### src/rtl/dmem_arbiter_pkg.sv
// Shared encodings for the data-memory arbiter: owner states, round-robin
// "last" values and the muxed memory request bundle.
package dmem_arbiter_pkg;

  typedef enum logic [1:0] {
    ARB_IDLE       = 2'd0,
    ARB_CORE       = 2'd1,
    ARB_EXT        = 2'd2,
    ARB_EXT_LOCKED = 2'd3
  } arb_state_e;

  localparam logic LAST_CORE = 1'b0;
  localparam logic LAST_EXT  = 1'b1;

  typedef struct packed {
    logic        wen;
    logic [31:0] addr;
    logic [31:0] wdata;
  } mem_req_t;

  function automatic logic [7:0] sat_inc(input logic [7:0] v);
    return (v == 8'hFF) ? v : v + 8'd1;
  endfunction

endpackage

### src/rtl/dmem_arbiter.sv
// Two-requester round-robin arbiter in front of the single-port dataMem,
// with a bounded external burst lock and a stall output for the core.
module dmem_arbiter
  import dmem_arbiter_pkg::*;
#(
  parameter int unsigned MAX_BURST = 4
) (
  input  logic        clock,
  input  logic        reset,
  input  logic        core_req,
  input  logic        core_wEn,
  input  logic [31:0] core_address,
  input  logic [31:0] core_dataWrite,
  output logic        core_gnt,
  output logic [31:0] core_dataRead,
  output logic        stall,
  input  logic        ext_req,
  input  logic        ext_lock,
  input  logic        ext_wEn,
  input  logic [31:0] ext_address,
  input  logic [31:0] ext_dataWrite,
  output logic        ext_gnt,
  output logic [31:0] ext_dataRead,
  output logic        mem_wEn,
  output logic [31:0] mem_address,
  output logic [31:0] mem_dataWrite,
  input  logic [31:0] mem_dataRead
);

  arb_state_e state, state_nxt;
  logic       last, last_nxt;
  logic [7:0] burst_cnt, burst_nxt;
  logic       core_pick, ext_pick;
  mem_req_t   core_mreq, ext_mreq, sel_mreq;

  always_ff @(posedge clock or posedge reset) begin
    if (reset) begin
      state     <= ARB_IDLE;
      last      <= LAST_EXT;
      burst_cnt <= 8'd0;
    end else begin
      state     <= state_nxt;
      last      <= last_nxt;
      burst_cnt <= burst_nxt;
    end
  end

  always_comb begin
    core_pick = 1'b0;
    ext_pick  = 1'b0;
    state_nxt = ARB_IDLE;
    last_nxt  = last;
    burst_nxt = 8'd0;
    // A held lock keeps ext on the port until the core has waited MAX_BURST grants.
    if (state == ARB_EXT_LOCKED && ext_req && (!core_req || burst_cnt < 8'(MAX_BURST)))
      ext_pick = 1'b1;
    else if (core_req && ext_req) begin
      if (last == LAST_CORE) ext_pick  = 1'b1;
      else                   core_pick = 1'b1;
    end else begin
      core_pick = core_req;
      ext_pick  = ext_req;
    end

    if (core_pick) begin
      state_nxt = ARB_CORE;
      last_nxt  = LAST_CORE;
    end else if (ext_pick) begin
      last_nxt = LAST_EXT;
      if (ext_lock) begin
        state_nxt = ARB_EXT_LOCKED;
        burst_nxt = sat_inc(burst_cnt);
      end else begin
        state_nxt = ARB_EXT;
      end
    end
  end

  // Grants are masked by reset directly so an async reset kills the access mid-cycle.
  assign core_gnt  = core_pick & ~reset;
  assign ext_gnt   = ext_pick  & ~reset;
  assign stall     = core_req & ~core_gnt & ~reset;

  assign core_mreq = '{wen: core_wEn, addr: core_address, wdata: core_dataWrite};
  assign ext_mreq  = '{wen: ext_wEn,  addr: ext_address,  wdata: ext_dataWrite};

  always_comb begin
    sel_mreq = '0;
    if (core_gnt)     sel_mreq = core_mreq;
    else if (ext_gnt) sel_mreq = ext_mreq;
  end

  assign mem_wEn       = sel_mreq.wen;
  assign mem_address   = sel_mreq.addr;
  assign mem_dataWrite = sel_mreq.wdata;
  assign core_dataRead = reset ? 32'd0 : mem_dataRead;
  assign ext_dataRead  = reset ? 32'd0 : mem_dataRead;

endmodule

### config.mk
export PLATFORM = sky130hd
export DESIGN_NAME = dmem_arbiter
export DESIGN_NICKNAME = d
export VERILOG_FILES = /design/src/rtl/dmem_arbiter_pkg.sv /design/src/rtl/dmem_arbiter.sv
export SDC_FILE = /design/constraint.sdc
export NUM_CORES = 1
export LEC_CHECK = 0
export CAP_MARGIN = 20
export CORE_AREA = 4 4 112 114
export DETAILED_ROUTE_END_ITERATION = 10
export DIE_AREA = 0 0 116 118
export DONT_BUFFER_PORTS = 1
export GPL_TIMING_DRIVEN = 0
export PLACE_DENSITY = 0.3
export SLEW_MARGIN = 20
export SYNTH_ARGS = -nofsm -noshare
export SYNTH_HDL_FRONTEND = slang
export SYNTH_SLANG_ARGS = --single-unit
### constraint.sdc
create_clock -name clock -period 3 [get_ports clock]
set_clock_uncertainty 0.2 [all_clocks]
set_input_delay 0.6 -clock clock [delete_from_list [all_inputs] [get_ports clock]]
set_output_delay 0.6 -clock clock [all_outputs]
set_load 0.01 [all_outputs]
==> metrics.md, run 1 <==
| Metric | Value |
|---|---|
| Outcome | complete, but fails checks |
| Failing checks | negative hold slack |
| Num ports | around 300 |
| Switching Share | 0.338 |
| Post-synthesis sequential area ratio | 0.165 |
| First-pass GRT wire length | 9980 um |
| Clock power share | 0.310 |
| Register bit total from synthesis | 11 |
| Total track usage | 0.0940 |
| Hold Buf Count CTS | 0 |
| Post-Route WL | between 7000 and 8000 um |
| Pleak | approximately 0.0011 uW |
| CP Launch Type | register |
| Vias per cell | between 4 and 5 |
| Max cap viols | 0 |
| Max Fclk | 0.339 GHz |
| Antenna Nets Post-Route | 0 |
| Placed inst area | 1850 um2 |
| Worst hold path class | input port to async pin |
| Average routed wire per standard cell | about 22 um |
| Vias in the first global route | ~1600 |
| Relative slew slack | 0.689 |
| Setup ws final | roughly 0.049 ns |
| Design area | 2400 um2 |
| Vias | around 1600 |
| Peak supply drop | around 0.00025 V |
| Synth warn | 0 |
| Grt ovf | 0 |
| Synth Area per Inst | ~8.3 um2 |
| Final slew viol count | 0 |
| Clk buf depth | 2 |
| Cells after Synth | about 200 |
| Worst Path Class, Setup | register to output pin |
| Pin count of the biggest net entering global routing | 14 |
| Setup violators final | 0 |
| DRT Pass-1 Iters | 3 |
| Worst-Margin Slew | roughly 0.47 ns |
| Ant diodes | 0 |
| Synthesis-to-finish area growth | 43.5% |
| Pre-CTS setup slack | -0.0489 ns |
| CTS tree | yes |
| Clk slew on worst S/H paths | roughly 0.040 ns |
| CTS buffer count | 3 |
| CTS H-tree lvls | 1 |
| Worst r2r path cells | 5 |
| CTS Root Cell | clkbuf_16 |
| Nets | about 380 |
| Initial Util | 0.147 |
| CP required | approximately 2.2 ns |
| R2r endpoint | burst_cnt[6] |
| Post-synth cell types | 31 |
| Core area | ~11000 um2 |
| Synthesized net count | about 370 |
| Period minus WS final | 2.95 ns |
| Comb pwr share | 0.479 |
| Drt initial violations | 50 |
| Synth top area share | 0.346 |
| Final total power | between 700 and 800 uW |
| Worst skew pair latency | roughly 0.23 ns |
| Period utilization | 0.984 |
| Row count | 39 |
| Flop-to-flop setup slack | around 0.84 ns |
| Worst setup EP type | output pin |
| CTS Sinks | 11 |
| RePlAce Congestion | just over 0.7 |
| Internal power | around 510 uW |
| Hold_ws | -0.0109 ns |
| Crit-path max FO | 10 |
| Sequential power share | 0.211 |
| Final Hold Viols | 10 |
| Fin util | 0.210 |
| Die Width | roughly 120 um |
| Post-Syn Area | 1670 um2 |
| Power per standard cell area | roughly 320 nW/um2 |
| DP HPWL | 6950 um |
| Antenna violations before repair | 0 |
| RSZ-0062 raised after global routing | yes |
| Leading area contributor after synthesis | a22o_1 |
| Arr. time, crit path | 2.15 ns |
| Synth area leaders | a22o_1 (35%), dfrtp_1 (15%), buf_4 (14%) |
| Inst Count DP | 344 |
| Share of cells above drive strength 1 | 0.483 |
| Vert. Die Dim | about 120 um |
| Worst r2r src | burst_cnt[4] |
| Fin cells | roughly 350 |
| Die ar. | about 14000 um2 |
| P_sw | approximately 260 uW |
| Port Buffers | 0 |
| Drt drc | 0 |
layout make-up:
class / instances / area [um2]
Tap cell: 143 / 179
Timing Repair Buffer: 4 / 30.0
Inverter: 2 / 11.3
Buffer: 50 / 413
Fill cell: 1263 / 9020
Clock buffer: 4 / 78.8
Multi-Input combinational cell: 138 / 1410
Sequential cell: 11 / 279
routing by layer:
layer  up-vias  GRT usage  wire length (um)
met5         -          0                 0
met2       117      0.191              4420
li1        744          -                 -
met4         0    0.00580                90
met3         4     0.0190               672
met1       767      0.101              2690
synth_stat cells, drive strengths merged:
| cell type | count |
|---|---|
| o21ai | 2 |
| xnor2 | 2 |
| or4bb | 1 |
| o211ai | 1 |
| a21oi | 3 |
| and3 | 2 |
| nor2 | 5 |
| nand2 | 5 |
| dfstp | 1 |
| nand3 | 3 |
| dfrtp | 10 |
| a22o | 66 |
| nor2b | 32 |
| and4 | 1 |
| a211oi | 2 |
| mux2i | 2 |
| or4 | 1 |
| buf | 44 |
| nor3b | 1 |
| or3 | 1 |
| ha | 1 |
| nor3 | 2 |
| inv | 2 |
| a31oi | 2 |
| clkbuf | 6 |
| nand4 | 1 |
| and3b | 1 |
| and2 | 1 |
worst max-delay path by stage:
stage                     cells after the start          from                 to
after floorplan                               6  burst_cnt[4]     mem_address[0]
after global placement                        6         reset  mem_dataWrite[23]
after detailed placement                      6         reset  mem_dataWrite[23]
after CTS                                     6  burst_cnt[7]     mem_address[9]
after global routing                          6  burst_cnt[7]  mem_dataWrite[31]
final                                         6  burst_cnt[7]  mem_dataWrite[31]
what timing repair did:
item / in CTS / in global routing
pin swaps: 5 / 3
resized for setup: 26 / 40
setup endpoints to repair: 51 / 59
buffers inserted: 1 / 3
state kept, by name, indices dropped and copies added, names as in the netlist:
register	cells
state	2
last	1
burst_cnt	8
placed cells by master, fill, tap and decap left out, types with 3 or more instances in the layout:
cell       instances
nand3_1            3
buf_12             5
clkbuf_1           7
nor2_1             5
a22o_4            40
dfrtp_1            8
nand2_1            5
a22o_1            26
clkbuf_16          3
nor2b_1           32
buf_4             41
through the flow:
step                hold WS [ns]  setup TNS, ns
finish                   -0.0109              0
global route             0.00455         -0.392
CTS                       0.0922         -0.218
detailed placement         0.318         -0.428
global placement           0.300          -1.54
floorplan                  0.265              0
power by group through the flow:
| stage | sequential (uW) | combinational [uW] | clock (uW) |
|---|---|---|---|
| CTS | 161 | 327 | 248 |
| global route | 162 | 392 | 260 |
| finish | 162 | 368 | 239 |
| floorplan | 162 | 242 | 0 |
| global placement | 163 | 297 | 0 |
| detailed placement | 163 | 296 | 0 |
logic make-up after synthesis:
group	share of synthesized area
multiplexers	0.0120
adder cells (fa/ha/maj)	0.00748
AO/OA/AOI/OAI	0.384
XOR/XNOR	0.0105
flip-flops	0.165
buffers and inverters	0.216
AND/OR/NAND/NOR	0.204
worst max-delay path, stage by stage, from the launching register on:
cell and delay [ns]:
dfrtp_2 0.43, or4bb_4 0.58, o21ai_4 0.18, a21oi_2 0.09
buf_4 0.18, buf_4 0.20, a22o_4 0.25
Note: power is estimated with default switching activity, not from simulation.
==> run 2, diff against run 1 <==
- CTS_BUF_LIST: not set -> sky130_fd_sc_hd__clkbuf_2 sky130_fd_sc_hd__clkbuf_4 sky130_fd_sc_hd__clkbuf_8
==> run 2 against run 1 <==
The flow now finishes without violations. Clock power decreased by 35%. Wire length increased by 0.48%. Sequential power about the same. Global-route usage barely moved. Power down 11%. Worst hold slack better by 0.11 ns. Register-to-register slack got worse by 0.03 ns. Final cell count rose by 0.57%. Worst setup slack better by 0.020 ns. First-iteration DRC count stayed put. Critical endpoint is now mem_dataWrite[23].
==> metrics.md, run 2 (synthesized netlist as in run 1, its figures left out) <==
| Metric | Value |
|---|---|
| Max cap viols | 0 (unchanged) |
| Max FFs per register | 8 (unchanged) |
| Drt initial violations | 50 (unchanged) |
| Worst Path Class, Setup | register to output pin |
| Initial Util | 0.147 (unchanged) |
| Hold_ws | 0.0957 ns (+0.107 ns) |
| CTS H-tree lvls | 1 (unchanged) |
| P_sw | 252 uW (-3.2%) |
| Total negative slack | 0 ns (unchanged) |
| Vias per cell | 4.64 (+0.17%) |
| Final Hold Viols | 0 (-10) |
| Share of cells above drive strength 1 | 0.488 (+0.00490) |
| CTS buffer count | 3 (unchanged) |
| CP Launch Type | register |
| Internal power | 434 uW (-15%) |
| Power per standard cell area | 285 nW/um2 (-11%) |
| DRT Pass-1 Iters | 4 (+1) |
| CTS Sinks | 11 (unchanged) |
| Port Buffers | 0 (unchanged) |
| Comb pwr share | 0.539 (+0.060) |
| Period minus WS final | 2.93 ns (-0.0204 ns) |
| CP required | 2.20 ns (about the same) |
| Clk buf depth | 2 (unchanged) |
| Num ports | 299 (unchanged) |
| Setup violators final | 0 (unchanged) |
| Grt ovf | 0 (unchanged) |
| Footprint of the multi-input gates | 1410 um2 (unchanged) |
| Ant diodes | 0 (unchanged) |
| Worst-Margin Slew | 0.466 ns (+0.00000882 ns) |
| Relative slew slack | 0.689 (about the same) |
| Outcome | finished, final reports clean |
| Commonest cells after routing, fill and taps aside | a22o_4 (40), buf_4 (37), nor2b_1 (32) |
| CTS Root Cell | clkbuf_8 |
| RePlAce Congestion | 0.715 (unchanged) |
| Average routed wire per standard cell | 22.3 um (about the same) |
| Max Fclk | 0.341 GHz (+0.70%) |
| Core area | 11400 um2 (unchanged) |
| Arr. time, crit path | 2.13 ns (-0.02 ns) |
| DP HPWL | 6950 um (unchanged) |
| First-pass GRT wire length | 9980 um (unchanged) |
| Vias | 1644 (+0.74%) |
| Antenna Nets Post-Route | 0 (unchanged) |
| Post-Route WL | 7900 um (+0.48%) |
| Worst hold path class | input port to async pin |
| Vert. Die Dim | 118 um (unchanged) |
| Register area | 280 um2 (+0.45%) |
| Largest registers | burst_cnt x8, state x2, last x1 |
| Fillers | 1266 (+0.24%) |
| Clk slew on worst S/H paths | 0.05 ns (about the same) |
| Final slew viol count | 0 (unchanged) |
| Die Width | 116 um (unchanged) |
| Sequential power share | 0.236 (+0.025) |
| Pin count of the biggest net entering global routing | 14 (unchanged) |
| Period utilization | 0.977 (-0.00680) |
| Crit-path max FO | 10 (unchanged) |
| Die ar. | 13700 um2 (unchanged) |
| Synthesis-to-finish area growth | 43.8% |
| Clock power share | 0.226 (-0.084) |
| Row count | 39 (unchanged) |
| Top reg by flops | burst_cnt |
| Antenna violations before repair | 0 (unchanged) |
| CTS tree | yes |
| Fin cells | 354 (+0.57%) |
| RSZ-0062 raised after global routing | yes |
| Worst setup EP type | output pin |
| Drt drc | 0 (unchanged) |
| Commonest non-fill, non-tap cell in the layout | a22o_4 |
| Worst skew pair latency | 0.24 ns (about the same) |
| Peak supply drop | 0.000163 V (-36%) |
| Total track usage | 0.0937 (-0.000313) |
| Vias in the first global route | 1596 (-0.44%) |
| Inst Count DP | 344 (unchanged) |
| Nets | 380 (+0.53%) |
| Pleak | 0.00107 uW (about the same) |
| Switching Share | 0.367 (+0.0289) |
## run 2: cell types whose count changed in the layout (fill, tap and decap cells not counted), sizes merged
cell,delta
dlygate4sd3,+2
## run 2: metal layers
metal / part of all wire / vias up / global-route usage
met4: 0.011 / 0 / 0.00580
met2: 0.56 / 117 / 0.190
met1: 0.34 / 774 / 0.102
met5: 0 / - / 0
met3: 0.086 / 4 / 0.0175
li1: - / 749 / -
## run 2: worst paths after layout
kind / from / end / slack [ns] / cells after the start
max: burst_cnt[4] / mem_dataWrite[23] / 0.07 / 6
max in group asynchronous: reset / burst_cnt[6] / 1.66 / 2
min reg2reg: burst_cnt[6] / burst_cnt[6] / 0.33 / 1
min: reset / last / 0.1 / 1
max reg2reg: burst_cnt[4] / burst_cnt[6] / 0.81 / 5
min in group clock: core_req / last / 0.24 / 1
## run 2: repair_timing
item | 4_1_cts | 5_1_grt
gates resized for setup | 26 | 45
setup endpoints to repair | 52 | 59
hold endpoints to repair | 0 | 2
pin swaps | 5 | 10
hold buffers | 0 | 2
buffers inserted | 1 | 3
## run 2: power by group through the flow
stage,clock (uW),combinational (uW),sequential [uW]
4_1_cts,164,327,161
2_1_floorplan,0,242,162
3_5_place_dp,0,296,163
6_report,155,369,162
3_3_place_gp,0,297,163
5_1_grt,174,393,162
## run 2: area by class of cell
cell class,instances,share of cell area
Buffer,50,0.178
Clock buffer,4,0.0203
Inverter,2,0.00468
Multi-Input combinational cell,138,0.586
Sequential cell,11,0.116
Tap cell,143,0.0744
Timing Repair Buffer,6,0.0208
## run 2: critical path, cell delays in order, from the launching register on
cell	delay, ns
dfrtp_2	0.43
or4_4	0.56
o211ai_2	0.20
and3_4	0.23
buf_12	0.15
buf_12	0.15
a22o_4	0.17
## run 2: through the flow
step                      utilization  power [uW]  cell area, um2  setup WS [ns]
final                           0.211         686            2410         0.0696
after floorplan                     -         404            1670          0.422
after global routing            0.211         730            2410        -0.0139
after CTS                       0.182         652            2080        -0.0301
after global placement          0.162         460            1850        -0.0743
after detailed placement        0.162         458            1850        -0.0489
==> run 3, diff against run 2 <==
- CAP_MARGIN: 20 -> not set
==> results of run 3 <==
Final layout, timing and power as in run 2 (identical DEF).
